**src/rtl/mem_arb_pkg.sv**
```systemverilog
// Shared FSM encoding and default bus geometry for the fetch/data memory arbiter.
package mem_arb_pkg;

  localparam int DEF_AW      = 32;
  localparam int DEF_DW      = 32;
  localparam int DEF_TIMEOUT = 255;

  localparam logic [DEF_DW/8-1:0] BE_ALL = '1;

  typedef enum logic [1:0] {
    IDLE  = 2'b00,
    IBUSY = 2'b01,
    DBUSY = 2'b10
  } state_t;

endpackage

```
**src/rtl/mem_arb_timer.sv**
```systemverilog
// Watchdog counter for one outstanding memory access (only instantiated with MEM_ARB_TIMEOUT_EN).
module mem_arb_timer #(
  parameter int TIMEOUT = 255
) (
  input  logic clk,
  input  logic rst,
  input  logic clear,
  input  logic enable,
  output logic expire
);

  localparam int CW = ($clog2(TIMEOUT + 1) > 8) ? $clog2(TIMEOUT + 1) : 8;

  logic [CW-1:0] count;

  always_ff @(posedge clk or negedge rst) begin
    if (!rst)
      count <= '0;
    else if (clear)
      count <= '0;
    else if (enable)
      count <= count + CW'(1);
  end

  // Fires on the stalled cycle whose increment would bring the count to TIMEOUT.
  assign expire = enable && (count == CW'(TIMEOUT - 1));

endmodule

```
**src/rtl/mem_arbiter.sv**
```systemverilog
// Shares one variable-latency memory port between instruction fetch and data memory; data wins ties.
// Define MEM_ARB_TIMEOUT_EN to abort accesses that see no mem_ready within TIMEOUT cycles.
module mem_arbiter
  import mem_arb_pkg::*;
#(
  parameter int AW      = DEF_AW,
  parameter int DW      = DEF_DW,
  parameter int TIMEOUT = DEF_TIMEOUT
) (
  input  logic            clk,
  input  logic            rst,
  input  logic            inst_req,
  input  logic [AW-1:0]   inst_addr,
  output logic [DW-1:0]   inst_rdata,
  output logic            inst_valid,
  input  logic            data_req,
  input  logic            data_we,
  input  logic [DW/8-1:0] data_be,
  input  logic [AW-1:0]   data_addr,
  input  logic [DW-1:0]   data_wdata,
  output logic [DW-1:0]   data_rdata,
  output logic            data_valid,
  output logic            stallF,
  output logic            stallM,
  output logic            mem_req,
  output logic            mem_we,
  output logic [DW/8-1:0] mem_be,
  output logic [AW-1:0]   mem_addr,
  output logic [DW-1:0]   mem_wdata,
  input  logic [DW-1:0]   mem_rdata,
  input  logic            mem_ready,
  output logic            err
);

  state_t state, state_next;
  logic   grant_data, grant_inst, done, expire;

  always_ff @(posedge clk or negedge rst) begin
    if (!rst)
      state <= IDLE;
    else
      state <= state_next;
  end

  always_comb begin
    state_next = state;
    grant_data = 1'b0;
    grant_inst = 1'b0;
    done       = 1'b0;
    case (state)
      IDLE: begin
        if (data_req) begin
          grant_data = 1'b1;
          state_next = DBUSY;
        end else if (inst_req) begin
          grant_inst = 1'b1;
          state_next = IBUSY;
        end
      end
      IBUSY, DBUSY: begin
        if (mem_ready || expire) begin
          done       = 1'b1;
          state_next = IDLE;
        end
      end
      default: state_next = IDLE;
    endcase
  end

  assign stallF = inst_req & ~inst_valid;
  assign stallM = data_req & ~data_valid;

  // Bus outputs are captured once at grant and held until the access finishes.
  always_ff @(posedge clk or negedge rst) begin
    if (!rst) begin
      mem_req    <= 1'b0;
      mem_we     <= 1'b0;
      mem_be     <= '0;
      mem_addr   <= '0;
      mem_wdata  <= '0;
      inst_rdata <= '0;
      data_rdata <= '0;
      inst_valid <= 1'b0;
      data_valid <= 1'b0;
    end else begin
      inst_valid <= 1'b0;
      data_valid <= 1'b0;
      if (grant_data) begin
        mem_req   <= 1'b1;
        mem_we    <= data_we;
        mem_be    <= data_be;
        mem_addr  <= data_addr;
        mem_wdata <= data_wdata;
      end else if (grant_inst) begin
        mem_req  <= 1'b1;
        mem_we   <= 1'b0;
        mem_be   <= '1;
        mem_addr <= inst_addr;
      end else if (done) begin
        mem_req <= 1'b0;
        mem_we  <= 1'b0;
        if (state == IBUSY) begin
          inst_valid <= 1'b1;
          inst_rdata <= mem_ready ? mem_rdata : '0;
        end else begin
          data_valid <= 1'b1;
          if (!mem_ready)
            data_rdata <= '0;
          else if (!mem_we)
            data_rdata <= mem_rdata;
        end
      end
    end
  end

`ifdef MEM_ARB_TIMEOUT_EN
  logic busy;

  assign busy = (state == IBUSY) || (state == DBUSY);

  mem_arb_timer #(.TIMEOUT(TIMEOUT)) u_timer (
    .clk    (clk),
    .rst    (rst),
    .clear  (grant_data | grant_inst),
    .enable (busy & ~mem_ready),
    .expire (expire)
  );

  always_ff @(posedge clk or negedge rst) begin
    if (!rst)
      err <= 1'b0;
    else
      err <= expire;
  end
`else
  // Without the watchdog an access waits for mem_ready indefinitely.
  localparam bit TIMEOUT_SET = (TIMEOUT != 0);

  assign expire = TIMEOUT_SET & 1'b0;
  assign err    = 1'b0;
`endif

endmodule

```
**config.mk**
```make
export PLATFORM = sky130hd
export DESIGN_NAME = mem_arbiter
export DESIGN_NICKNAME = d
export VERILOG_FILES = /design/src/rtl/mem_arb_pkg.sv /design/src/rtl/mem_arb_timer.sv /design/src/rtl/mem_arbiter.sv
export SDC_FILE = /design/constraint.sdc
export NUM_CORES = 1
export LEC_CHECK = 0
export ABC_AREA = 1
export CAP_MARGIN = 0
export CORE_UTILIZATION = 30
export CTS_BUF_LIST = sky130_fd_sc_hd__clkbuf_16
export CTS_CLUSTER_SIZE = 10
export DETAILED_ROUTE_END_ITERATION = 10
export PLACE_DENSITY_LB_ADDON = 0.2
export SYNTH_ARGS = -nofsm -noshare
export SYNTH_HDL_FRONTEND = slang
export SYNTH_SLANG_ARGS = --single-unit
```
**constraint.sdc**
```tcl
create_clock -name clk -period 2.25 [get_ports clk]
set_input_delay 0.3375 -clock clk [delete_from_list [all_inputs] [get_ports clk]]
set_output_delay 0.3375 -clock clk [all_outputs]
set_load 0.01 [all_outputs]
```
* Word-level counts from Yosys, hierarchy flattened
Cells that the tools add are included.
Storage, ports and cells: flip-flop bits (word level) 138, output and inout port bits 139, word-level logic and storage cells 60
Operators by class: equal/unequal tests 5, multiplexer cells 31, bitwise operators 7, reductions and logical operators 7
Operators with widths (count):
- two-way mux 32 bit | 5
- two-way mux 1 bit | 20
- two-way mux 4 bit | 2
- two-way mux 2 bit | 3
- NOT 1 bit | 5
- AND reduction 5 bit | 1
- inequality test 2 bit, second input constant | 2
- case mux 2 bit (2 select lines) | 1
- AND reduction 4 bit | 1
- inequality test 3 bit, second input constant | 1
- nonzero test 3 bit | 1
- AND 1 bit | 2
- equality test 2 x 1 -> 1 bit, second input constant | 1
- equality test 2 bit, second input constant | 1
- logical NOT 2 bit | 1
- AND reduction 2 bit | 1
- nonzero test 2 bit | 1
- OR reduction 2 bit | 1

* Logic depth before layout (Yosys ltp)
word-level depth 6, mapped depth 10

* Least setup slack after synthesis
Ideal clock, no wire load.
path type register -> register, start reg state[0], end reg mem_wdata[10], arrival time 1381 ps, data required time 2125 ps, setup slack 745 ps, stages on the path, launching flop included 7, clock period less this slack 1505 ps, cells stage by stage dfrtp_1 -> inv_1 -> ha_1 -> buf_2 -> nand2_4 -> buf_2 -> mux2_2
On the way: cells in the longest elaborated chain, start to end 2
RTL lines:
- start, declared | RTL line mem_arbiter.sv:35 | state_t state, state_next;
- start signal, assigned | RTL line mem_arbiter.sv:42 | state <= state_next;
- logical NOT 2 bit | RTL line mem_arbiter.sv:50 | case (state)
- two-way mux 1 bit | RTL line mem_arbiter.sv:50
- end signal, assigned | RTL line mem_arbiter.sv:93 | mem_wdata <= data_wdata;
- end, declared | RTL line mem_arbiter.sv:29 | output logic [DW-1:0] mem_wdata,
No other way between the ends. A chain may end at the register's enable or synchronous reset.

* Worst setup path in the final report
start in data_req, end out stallM
On the way: cells in the longest elaborated chain, start to end 1
RTL lines:
- start, declared | RTL line mem_arbiter.sv:16 | input logic data_req,
- AND 1 bit | RTL line mem_arbiter.sv:71 | assign stallM = data_req & ~data_valid;
- end, declared | RTL line mem_arbiter.sv:24 | output logic stallM,
No other way between the ends.

==> metrics <==
GR Util met1 22.5%; initial antenna violation count 0; DRT antenna net count 0; area share of the largest cell type after synthesis 57.0%; compound-cell area share of the yosys netlist 4.87%; global-route wire length before repair 29,300 microns; synthesized cell area 0.00606 sq mm; Post-synth ARST share 100%; Pre-Repair DR Iteration Count 6; Most common cell on crit path clkdlybuf4s50_1; Root Driver clkbuf_16; sequential share of the synthesized area 57.0%; die width 144 microns; top_reg_cell synth dfrtp_1; Synth Area in Adders 0.619%; Critical Path Max Stage Delay 670 ps; DR vias 5,408; final instance area 0.00968 sq mm; CTS Buf Count 17; Worst-Margin Slew 586 ps; largest family of logic cells by synthesized area simple AND/OR/NAND/NOR gates; top-count cell post-synth nand2_1; Post-Syn Nets 781; ANT cells 0; Total GRT Usage 18.8%; Starting Density 30.8%; min-delay src inst_rdata[8]; crit path time final 2090 ps; final setup margin 162 ps; Layout area overhead 59.7%; Hold Path Sink inst_rdata[8]; Residual DRC 0; Reg clk slew, reported paths 60 ps; Synth cell types 24; CP bufs+invs 3; WL final 19,100 microns; CP delay by family, top buffers and inverters; Post-Synth XOR/XNOR Area 0%; fin crit share 92.8%; Max Cap Viol 0; GPL Wtd Cong 0.732; met3 usage in global routing 7.45%; largest area contributor in the netlist dfrtp_1; Die Span Y 144 microns; GRT overflow 0; Final Hold Viols 0; worst setup skew after layout 5.10 ps; number of global-route vias before repair 5,346; count of final max-slew check failures 0; Rows 51; CP Data Required Time 1910 ps; post-CTS sizing 0; worst r2r src state[0]; Post-synth top cells nand2_1, dfrtp_1, nand3_1; Post-CTS Setup Bufs 0; Slew HR 60.9%; Syn Area/Cell 9.47 sq um; Syn Inst Count 640; Synth area leaders dfrtp_1, nand2_1, nand3_1, mux2_2, o21a_1; #FFs+latches synth 138; Final Non-Filler Cells 1,188; R2R depth 7; mux cell area share after synthesis 5.95%; Setup Viol. Count Final 0; dpl ws 121 ps; largest net degree at the start of global routing 69; Top-Level Pins 277; placed cells 1,155; crit path capture type output port; DR WL/cell 16.1 microns; Final #Nets 1,051; unrepaired setup endpoints after global routing no; r2r endpoint mem_addr[12]; die area 0.0208 sq mm; Pleak 4.52 nW; drt via density 4.55; DP HPWL 13,300 microns; Post-Synth Simple-Gate Area 24.6%; CTS tree built; critical path class primary input to output port; Detailed Route Iter0 Violations 318; PwrDens 1330 mW/mm^2; Hold-fix buffers, CTS 1; share of post-route cells with drive strength above 1 9.86%; VDD IR max 628 uV; outcome finished clean; HP Class flip-flop to flip-flop; # clock sinks 138; Max FO, Critical Path 4; GRT Max-Usage Layer met2; Max Buffers Root-to-Sink 2; achievable frequency 479 MHz; Setup crit start kind primary input; Crit-path slowest cell clkdlybuf4s50_1; crit path cell chain clkdlybuf4s50_1 > inv_4 > nor2_1 > clkdlybuf4s50_1; Synth Warn # 0; final setup TNS 0 ps; core footprint 0.0197 sq mm; CP arrival 1750 ps; Port-buffer cells 275; met2 Usage GRT 31.1%; worst hold stages 2; H-tree Lvls 4; Clk Latency, worst-skew pair 410 ps; R2R setup slack 540 ps; Post-synth EDFFs 0; placed instance area 0.00911 sq mm
==> through the flow <==
step	power, W	hold WS, ps	utilization, %
floorplan	0.00695	41.9	-
global placement	0.0102	372	46.4
detailed placement	0.0103	364	46.4
CTS	0.0131	473	49.3
global route	0.0137	491	49.3
finish	0.0129	469	49.3
==> layout by cell type, fill, tap and decap left out <==
master,instances
clkinv_4,3
o21ai_1,1
ha_1,3
buf_4,14
nor2_2,2
nand4_1,1
dlygate4sd3_1,1
nand3_4,1
bufinv_16,2
nand2_4,3
o21a_1,32
o21ai_0,3
nand2_1,199
inv_4,1
inv_2,1
inv_1,41
clkinv_2,4
clkinvlp_4,2
clkdlybuf4s50_1,274
nand3_1,130
dfrtp_1,138
clkbuf_16,17
nand2_2,1
nor2_4,1
nor2_1,2
buf_12,6
conb_1,1
o22a_1,4
clkinv_1,2
buf_6,1
mux2_2,32
==> layer usage <==
layer  up-vias  routed length (microns)
li1       2619                        -
met1      2575                     7930
met2       199                     9090
met3        15                     1820
met4         0                      284
met5         -                        0
==> worst reg2reg max path, delay by kind of cell, from the launching register on <==
kind                       cells  cell delay (ps)
adders and majority gates      1              220
DFF                            1              400
buffers and inverters          2              350
and+or+nand+nor                3              520
AOI/OAI and AO/OA              1              120
==> state kept, by name, indices dropped and copies added, names as in the netlist <==
| register | count |
|---|---|
| data_rdata | 32 |
| data_valid | 1 |
| inst_rdata | 32 |
| inst_valid | 1 |
| mem_addr | 32 |
| mem_be | 4 |
| mem_req | 1 |
| mem_wdata | 32 |
| mem_we | 1 |
| state | 2 |
==> how the worst max path moves through the flow <==
stage | from | end | slack, ps | cells past startpoint
finish | data_req | stallM | 160 | 4
global route | data_req | stallM | 70 | 4
CTS | data_req | stallM | 110 | 4
detailed placement | data_req | stallM | 120 | 4
global placement | data_req | stallM | 120 | 4
floorplan | state[0] | mem_wdata[10] | 740 | 6
==> area by class of cell <==
type,count,area [sq um]
Fill cell,1914,9970
Sequential cell,138,3450
Timing Repair Buffer,296,2990
Multi-Input combinational cell,416,2190
Clock buffer,17,425
Tap cell,265,332
Inverter,41,156
Clock inverter,15,136
==> power breakdown <==
part / internal (W) / leakage [nW] / switching [W] / total (W)
clock: 0.00161 / 0.280 / 0.00107 / 0.00268
sequential: 0.00366 / 1.68 / 0.000608 / 0.00427
combinational: 0.00323 / 2.56 / 0.00268 / 0.00591
==> logic make-up after synthesis <==
group,count (synthesis)
fa+ha+maj,3
buf+inv,86
compound gates,40
mux,32
simple gates,340
flops,138
other cells,1
Power figures use the tool's default switching activity.
